--- src/rtl/hsv_core_commit_sink.sv ---
// -----------------------------------------------------------------------------
// hsv_core_commit_sink
//
// Commit stage of the core. This block receives result beats from the
// execution unit and retires them in order into the register file.
//
// Non-exception beats:
//   - Write the register file through a registered write port.
//   - Advance the retired-instruction counter.
//
// Exception beats and external redirect requests:
//   - Start a flush handshake with the execution unit (flush_req/flush_ack).
//   - Then hand a redirect target to fetch.
//
// Ports
//   clk_core, rst_core       core clock; synchronous active-low reset
//   in_valid/in_ready        result beat handshake
//   in_pc/in_rd/in_result    beat payload (PC, destination, data)
//   in_exception             beat raises an exception
//   flush_req/flush_ack      flush handshake with the execution unit
//   ext_flush_valid/_pc      external redirect request and its target
//   ext_flush_ready          external request accepted this cycle
//   redirect_valid/_pc       redirect to fetch
//   redirect_ready           fetch accepts the redirect
//   rf_we/rf_waddr/rf_wdata  register file write port (registered)
//   epc                      PC of the last committed exception beat
//   retired_count            committed non-exception beats (wraps)
//   flush_error              sticky: flush_ack did not arrive in time
// -----------------------------------------------------------------------------
module hsv_core_commit_sink #(
    parameter logic [31:0] TRAP_VECTOR   = 32'h0000_0100,
    parameter int unsigned FLUSH_TIMEOUT = 16,
    parameter int unsigned COUNT_W       = 64
) (
    input  logic               clk_core,
    input  logic               rst_core,

    input  logic               in_valid,
    output logic               in_ready,
    input  logic [31:0]        in_pc,
    input  logic [4:0]         in_rd,
    input  logic [31:0]        in_result,
    input  logic               in_exception,

    output logic               flush_req,
    input  logic               flush_ack,

    input  logic               ext_flush_valid,
    input  logic [31:0]        ext_flush_pc,
    output logic               ext_flush_ready,

    output logic               redirect_valid,
    output logic [31:0]        redirect_pc,
    input  logic               redirect_ready,

    output logic               rf_we,
    output logic [4:0]         rf_waddr,
    output logic [31:0]        rf_wdata,

    output logic [31:0]        epc,
    output logic [COUNT_W-1:0] retired_count,
    output logic               flush_error
);

    typedef enum logic [1:0] {
        ST_RUN      = 2'd0,
        ST_FLUSH    = 2'd1,
        ST_REDIRECT = 2'd2
    } state_t;

    // The timeout counter saturates at FLUSH_TIMEOUT. The error flag is set
    // on the edge where the count reaches FLUSH_TIMEOUT, which is the edge
    // where the old count equals TMO_LAST.
    localparam logic [15:0] TMO_MAX  = 16'(FLUSH_TIMEOUT);
    localparam logic [15:0] TMO_LAST = 16'(FLUSH_TIMEOUT - 1);
    localparam logic [COUNT_W-1:0] COUNT_ONE = {{(COUNT_W-1){1'b0}}, 1'b1};

    state_t               state_reg, state_next;
    logic [31:0]          target_reg, target_next;
    logic [31:0]          epc_reg, epc_next;
    logic [15:0]          tmo_reg, tmo_next;
    logic                 flush_error_reg, flush_error_next;
    logic                 flush_req_reg, flush_req_next;
    logic                 redirect_valid_reg, redirect_valid_next;
    logic                 rf_we_reg, rf_we_next;
    logic [4:0]           rf_waddr_reg, rf_waddr_next;
    logic [31:0]          rf_wdata_reg, rf_wdata_next;
    logic [COUNT_W-1:0]   count_reg, count_next;

    logic                 in_run;
    logic                 beat_fire;
    logic                 beat_commit;
    logic                 beat_trap;
    logic                 ext_accept;

    // -------------------------------------------------------------------------
    // Handshake decode
    // -------------------------------------------------------------------------
    // in_ready is a function of state only, so the execution unit never sees
    // ready depend on its own valid.
    assign in_run      = (state_reg == ST_RUN);
    assign in_ready    = in_run;
    assign beat_fire   = in_valid & in_run;
    assign beat_commit = beat_fire & ~in_exception;
    assign beat_trap   = beat_fire & in_exception;

    // An exception beat presented this cycle blocks the external request.
    // The trap then wins, and the external request waits until RUN resumes.
    assign ext_flush_ready = in_run & ~(in_valid & in_exception);
    assign ext_accept      = ext_flush_valid & ext_flush_ready;

    // -------------------------------------------------------------------------
    // Next-state and next-output logic
    // -------------------------------------------------------------------------
    always_comb begin
        state_next       = state_reg;
        target_next      = target_reg;
        epc_next         = epc_reg;
        tmo_next         = tmo_reg;
        flush_error_next = flush_error_reg;
        rf_we_next       = 1'b0;
        rf_waddr_next    = rf_waddr_reg;
        rf_wdata_next    = rf_wdata_reg;
        count_next       = count_reg;

        // A committing beat always retires, even when an external request is
        // accepted in the same cycle. The beat is older than the redirect.
        if (beat_commit) begin
            rf_we_next    = (in_rd != 5'd0);
            rf_waddr_next = in_rd;
            rf_wdata_next = in_result;
            count_next    = count_reg + COUNT_ONE;
        end

        case (state_reg)
            ST_RUN: begin
                if (beat_trap) begin
                    epc_next    = in_pc;
                    target_next = TRAP_VECTOR;
                    tmo_next    = 16'd0;
                    state_next  = ST_FLUSH;
                end else if (ext_accept) begin
                    target_next = ext_flush_pc;
                    tmo_next    = 16'd0;
                    state_next  = ST_FLUSH;
                end
            end

            ST_FLUSH: begin
                if (flush_ack) begin
                    tmo_next   = 16'd0;
                    state_next = ST_REDIRECT;
                end else begin
                    if (tmo_reg != TMO_MAX) begin
                        tmo_next = tmo_reg + 16'd1;
                    end
                    // Timing out does not abort the flush. The error is only
                    // flagged, and the FSM keeps waiting for the ack.
                    if (tmo_reg >= TMO_LAST) begin
                        flush_error_next = 1'b1;
                    end
                end
            end

            ST_REDIRECT: begin
                if (redirect_ready) begin
                    state_next = ST_RUN;
                end
            end

            default: begin
                state_next = ST_RUN;
            end
        endcase

        // Handshake outputs are registered copies of the upcoming state. They
        // therefore change together with the state and never glitch.
        flush_req_next      = (state_next == ST_FLUSH);
        redirect_valid_next = (state_next == ST_REDIRECT);
    end

    // -------------------------------------------------------------------------
    // State and output registers
    // -------------------------------------------------------------------------
    always_ff @(posedge clk_core) begin
        if (!rst_core) begin
            state_reg          <= ST_RUN;
            target_reg         <= 32'd0;
            epc_reg            <= 32'd0;
            tmo_reg            <= 16'd0;
            flush_error_reg    <= 1'b0;
            flush_req_reg      <= 1'b0;
            redirect_valid_reg <= 1'b0;
            rf_we_reg          <= 1'b0;
            rf_waddr_reg       <= 5'd0;
            rf_wdata_reg       <= 32'd0;
            count_reg          <= '0;
        end else begin
            state_reg          <= state_next;
            target_reg         <= target_next;
            epc_reg            <= epc_next;
            tmo_reg            <= tmo_next;
            flush_error_reg    <= flush_error_next;
            flush_req_reg      <= flush_req_next;
            redirect_valid_reg <= redirect_valid_next;
            rf_we_reg          <= rf_we_next;
            rf_waddr_reg       <= rf_waddr_next;
            rf_wdata_reg       <= rf_wdata_next;
            count_reg          <= count_next;
        end
    end

    // The target register is loaded only when the FSM enters FLUSH. It then
    // stays stable for the whole REDIRECT phase.
    assign redirect_pc    = target_reg;
    assign redirect_valid = redirect_valid_reg;
    assign flush_req      = flush_req_reg;
    assign flush_error    = flush_error_reg;
    assign epc            = epc_reg;
    assign rf_we          = rf_we_reg;
    assign rf_waddr       = rf_waddr_reg;
    assign rf_wdata       = rf_wdata_reg;
    assign retired_count  = count_reg;

endmodule

--- config.mk ---
export PLATFORM = sky130hd
export DESIGN_NAME = hsv_core_commit_sink
export DESIGN_NICKNAME = d
export VERILOG_FILES = /design/src/rtl/hsv_core_commit_sink.sv
export SDC_FILE = /design/constraint.sdc
export NUM_CORES = 1
export LEC_CHECK = 0
export ABC_AREA = 1
export CELL_PAD_IN_SITES_DETAIL_PLACEMENT = 2
export CELL_PAD_IN_SITES_GLOBAL_PLACEMENT = 2
export CORE_UTILIZATION = 24
export CTS_BUF_LIST = sky130_fd_sc_hd__clkbuf_16
export CTS_CLUSTER_DIAMETER = 200
export CTS_CLUSTER_SIZE = 30
export DETAILED_ROUTE_END_ITERATION = 12
export MAX_ROUTING_LAYER = met4
export PLACE_DENSITY = 0.84
export REMOVE_ABC_BUFFERS = 1
export SYNTH_ARGS = -nofsm -noshare
export SYNTH_HDL_FRONTEND = slang
export SYNTH_SLANG_ARGS = --single-unit
--- constraint.sdc ---
create_clock -name clk_core -period 2.1 [get_ports clk_core]
set_clock_uncertainty 0.2 [all_clocks]
set_input_delay 0.21 -clock clk_core [delete_from_list [all_inputs] [get_ports clk_core]]
set_output_delay 0.21 -clock clk_core [all_outputs]
set_load 0.02 [all_outputs]
==> results.txt <==
- Status: complete, no violations
* Maximum achievable frequency: 487 MHz
- Setup repair after global routing could not meet its margin everywhere.
* Count of different cell masters after synthesis: 41
- ANT nets after route: 0
* Number of violations reported at the end of detailed-routing iteration 0: 290
* Area share of the largest cell type after synthesis: 44.3%
- Deepest clock path buffer count: 2
- The critical path contains buffers and inverters numbering 2 combined.
- The synthesized design spends more area on one cell type than any other, namely sky130_fd_sc_hd__dfxtp_1.
- Fraction of layout cells with a size suffix above 1: 10.6%
- Clock latency on the worst-skew pair: 0.45 ns
- For this design the ratio of total power to cell area is 659 nW/um2.
* Core region area: 34600 um2
- In this run the horizontal extent of the chip is 190 um.
- Post-route insts no fill: 2017
* Row cnt: 68
* Port bufs: 278
* Detailed Route WL: 36.4 mm
- Via count of the first global-routing pass: 10406
- For the worst setup path, the data required time is 1.69 ns.
* H-tree depth: 4
- Sequential-to-total area share from yosys stat: 44.3%
* Biggest cell delay along the critical path: 0.60 ns
- In the final routed layout, each cell accounts on average for 18.0 um.
- Setup violations remaining at the end of the flow were counted as 0.
- At the pin with the least slew margin, the transition time is 0.552 ns.
* Routed via count: 9516
* Placed Cells incl. Taps: 1983
* Flops & latches, synth: 187
* Max cap viols: 0
- Counting every instance in the synthesized netlist gives 1227.
- For this run, the total global-route usage over all layers was measured as 20.9%.
- The number of antenna violations at the first check in global routing was 0.
* DP HPWL: 27.1 mm
- For this design, the sink count on the clock tree is 187.
* Crit-path max FO: 3
* Leakage power figure: 4.91 nW
- Dominant cells by area after synthesis: sky130_fd_sc_hd__dfxtp_1 44%, sky130_fd_sc_hd__nor2_1 13%, sky130_fd_sc_hd__nand2_1 10%
* Largest delay contributor family on the critical path: buffers and inverters
* Ant. Diodes: 0
* Tightest Hold Check Type: in2reg
- Entering global routing, the biggest net connects 114 pins.
- The register with the most flip-flops in the layout has 64 of them.
* CP Data Arrival Time: 1.64 ns
- Clock-pin slew was measured on the worst setup and hold paths at 0.08 ns.
- Layout overhead on the synthesized area: 52.2%
- Max Transition Viols Final: 0
- The clock period could shrink to 2.05 ns.
- The first global-routing pass estimated 56.6 mm of wire.
- Among all stages on the critical path, the largest delay is contributed by sky130_fd_sc_hd__clkdlybuf4s50_1.
* Placed Area: 12200 um2
- STA classifies the critical path endpoint as an output port.
* Portion of the clock cycle consumed by the worst path in the final layout: 97.8%
* Net count, final: 1660
* Synthesized area divided by synthesized cell count: 6.89 um2
* Cells along the critical path: buf_4 -> clkdlybuf4s50_1
* Total clock buffers created by CTS: 17
* Worst Hold Margin: 0.124 ns
- The initial utilization of the core area, before any placement, comes to 24.4%.
- Floorplan die height: 190 um
- TritonCTS built the clock tree.
- DIE AREA: 36000 um2
* Slew HR: 63.2%
- Cells fill 37.2% of the core in the end.
* Average vias per placed instance: 4.72
- The worst setup path is launched from a flop.
* Post-synthesis instance area: 8460 um2
- During synthesis, Yosys emitted a total of 0 warnings.
- Number of placed I/O pins: 279
* Count of endpoints failing hold in the final timing report: 0
- Once layout is done, the placed cells without fillers occupy 12900 um2.
- Setup CP Type: reg2out
- In the routed design, unresolved DRC markers number 0.
- Setup total negative slack on the finished layout was measured at 0 ns.
- Leaving out fill and tap cells, the most frequent cell in the layout is sky130_fd_sc_hd__nor2_1.
* Commonest cells after routing, fill and taps aside: 277 x sky130_fd_sc_hd__nor2_1, 272 x sky130_fd_sc_hd__clkdlybuf4s50_1, 228 x sky130_fd_sc_hd__nand2_1
* GRT Residual Overflow: 0
- In this run the clock root is driven by a sky130_fd_sc_hd__clkbuf_16.
- At the end of routability-driven placement, the weighted congestion stood at 0.814.
* Worst VDD drop: 600 uV
* Initial DRT Pass Iterations: 4
[path summary, 6_finish.rpt]
path,startpoint,endpoint,slack [ns],cells past startpoint
setup / recovery,retired_count[29],retired_count[29],0.05,2
hold / removal,ext_flush_pc[28],redirect_pc[28],0.12,3
setup reg to reg,retired_count[33],retired_count[61],0.10,7
hold reg to reg,redirect_pc[9],redirect_pc[9],0.27,2
[where the power goes]
part	internal [W]	switching, W
clock	0.00178	0.00160
combinational	0.000616	0.000703
sequential	0.00370	0.0000874
total	0.00610	0.00239
[kinds of logic after synthesis]
group	Yosys count	synth area share, %
adders and majority gates	3	0.444
xor gates and xnor gates	7	0.725
and+or+nand+nor	669	34.8
DFF	187	44.3
buffers and inverters	173	7.87
AOI/OAI and AO/OA	188	11.9
[metal layers]
metal	GRT usage, %	vias to the layer above	part of all wire [%]
li1	-	4581	-
met1	22.8	4676	41
met2	37.4	196	53
met3	3.06	63	2.8
met4	8.93	0	3.1
met5	-	-	0
[cell type report]
cell class	instances	area [um2]
Clock inverter	15	161
Clock buffer	17	425
Tap cell	455	569
Sequential cell	187	3760
Fill cell	4009	21800
Timing Repair Buffer	344	3350
Inverter	132	495
Multi-Input combinational cell	867	4110
[tightest hold or removal path: cells and delay by family]
kind	cells	cell delay, ns
buffers and inverters	1	0.39
and+or+nand+nor	1	0.06
AOI/OAI and AO/OA	1	0.06
[synth_stat cells (all sizes together)]
library cell / instances
nor3b: 2
and3: 2
nor2b: 1
a21oi: 64
inv: 131
xnor2: 4
nor3: 28
or2: 1
nor2: 300
buf: 14
xor2: 3
and2: 2
a31oi: 1
o21a: 5
o21bai: 2
nor4: 2
nand4: 42
o21ai: 100
nand3b: 2
a22oi: 15
a211oi: 1
ha: 3
nand2: 234
clkinv: 1
dfxtp: 187
clkbuf: 27
nand3: 53
[through the flow]
step	worst slack, ns	total power (W)
floorplan	-0.708	0.00440
global placement	-0.148	0.00514
detailed placement	-0.193	0.00520
CTS	0.00571	0.00864
global route	-0.0381	0.00890
finish	0.0472	0.00849
[timing repair]
action                                  CTS  global route
endpoints found under the hold margin     8             0
gates resized for setup                   5            30
gates cloned                              0             0
endpoints found under the setup margin    5            33
pin swaps                                 0             2
hold buffers                              1             0
setup buffers                             0             1
Power figures use the tool's default switching activity.
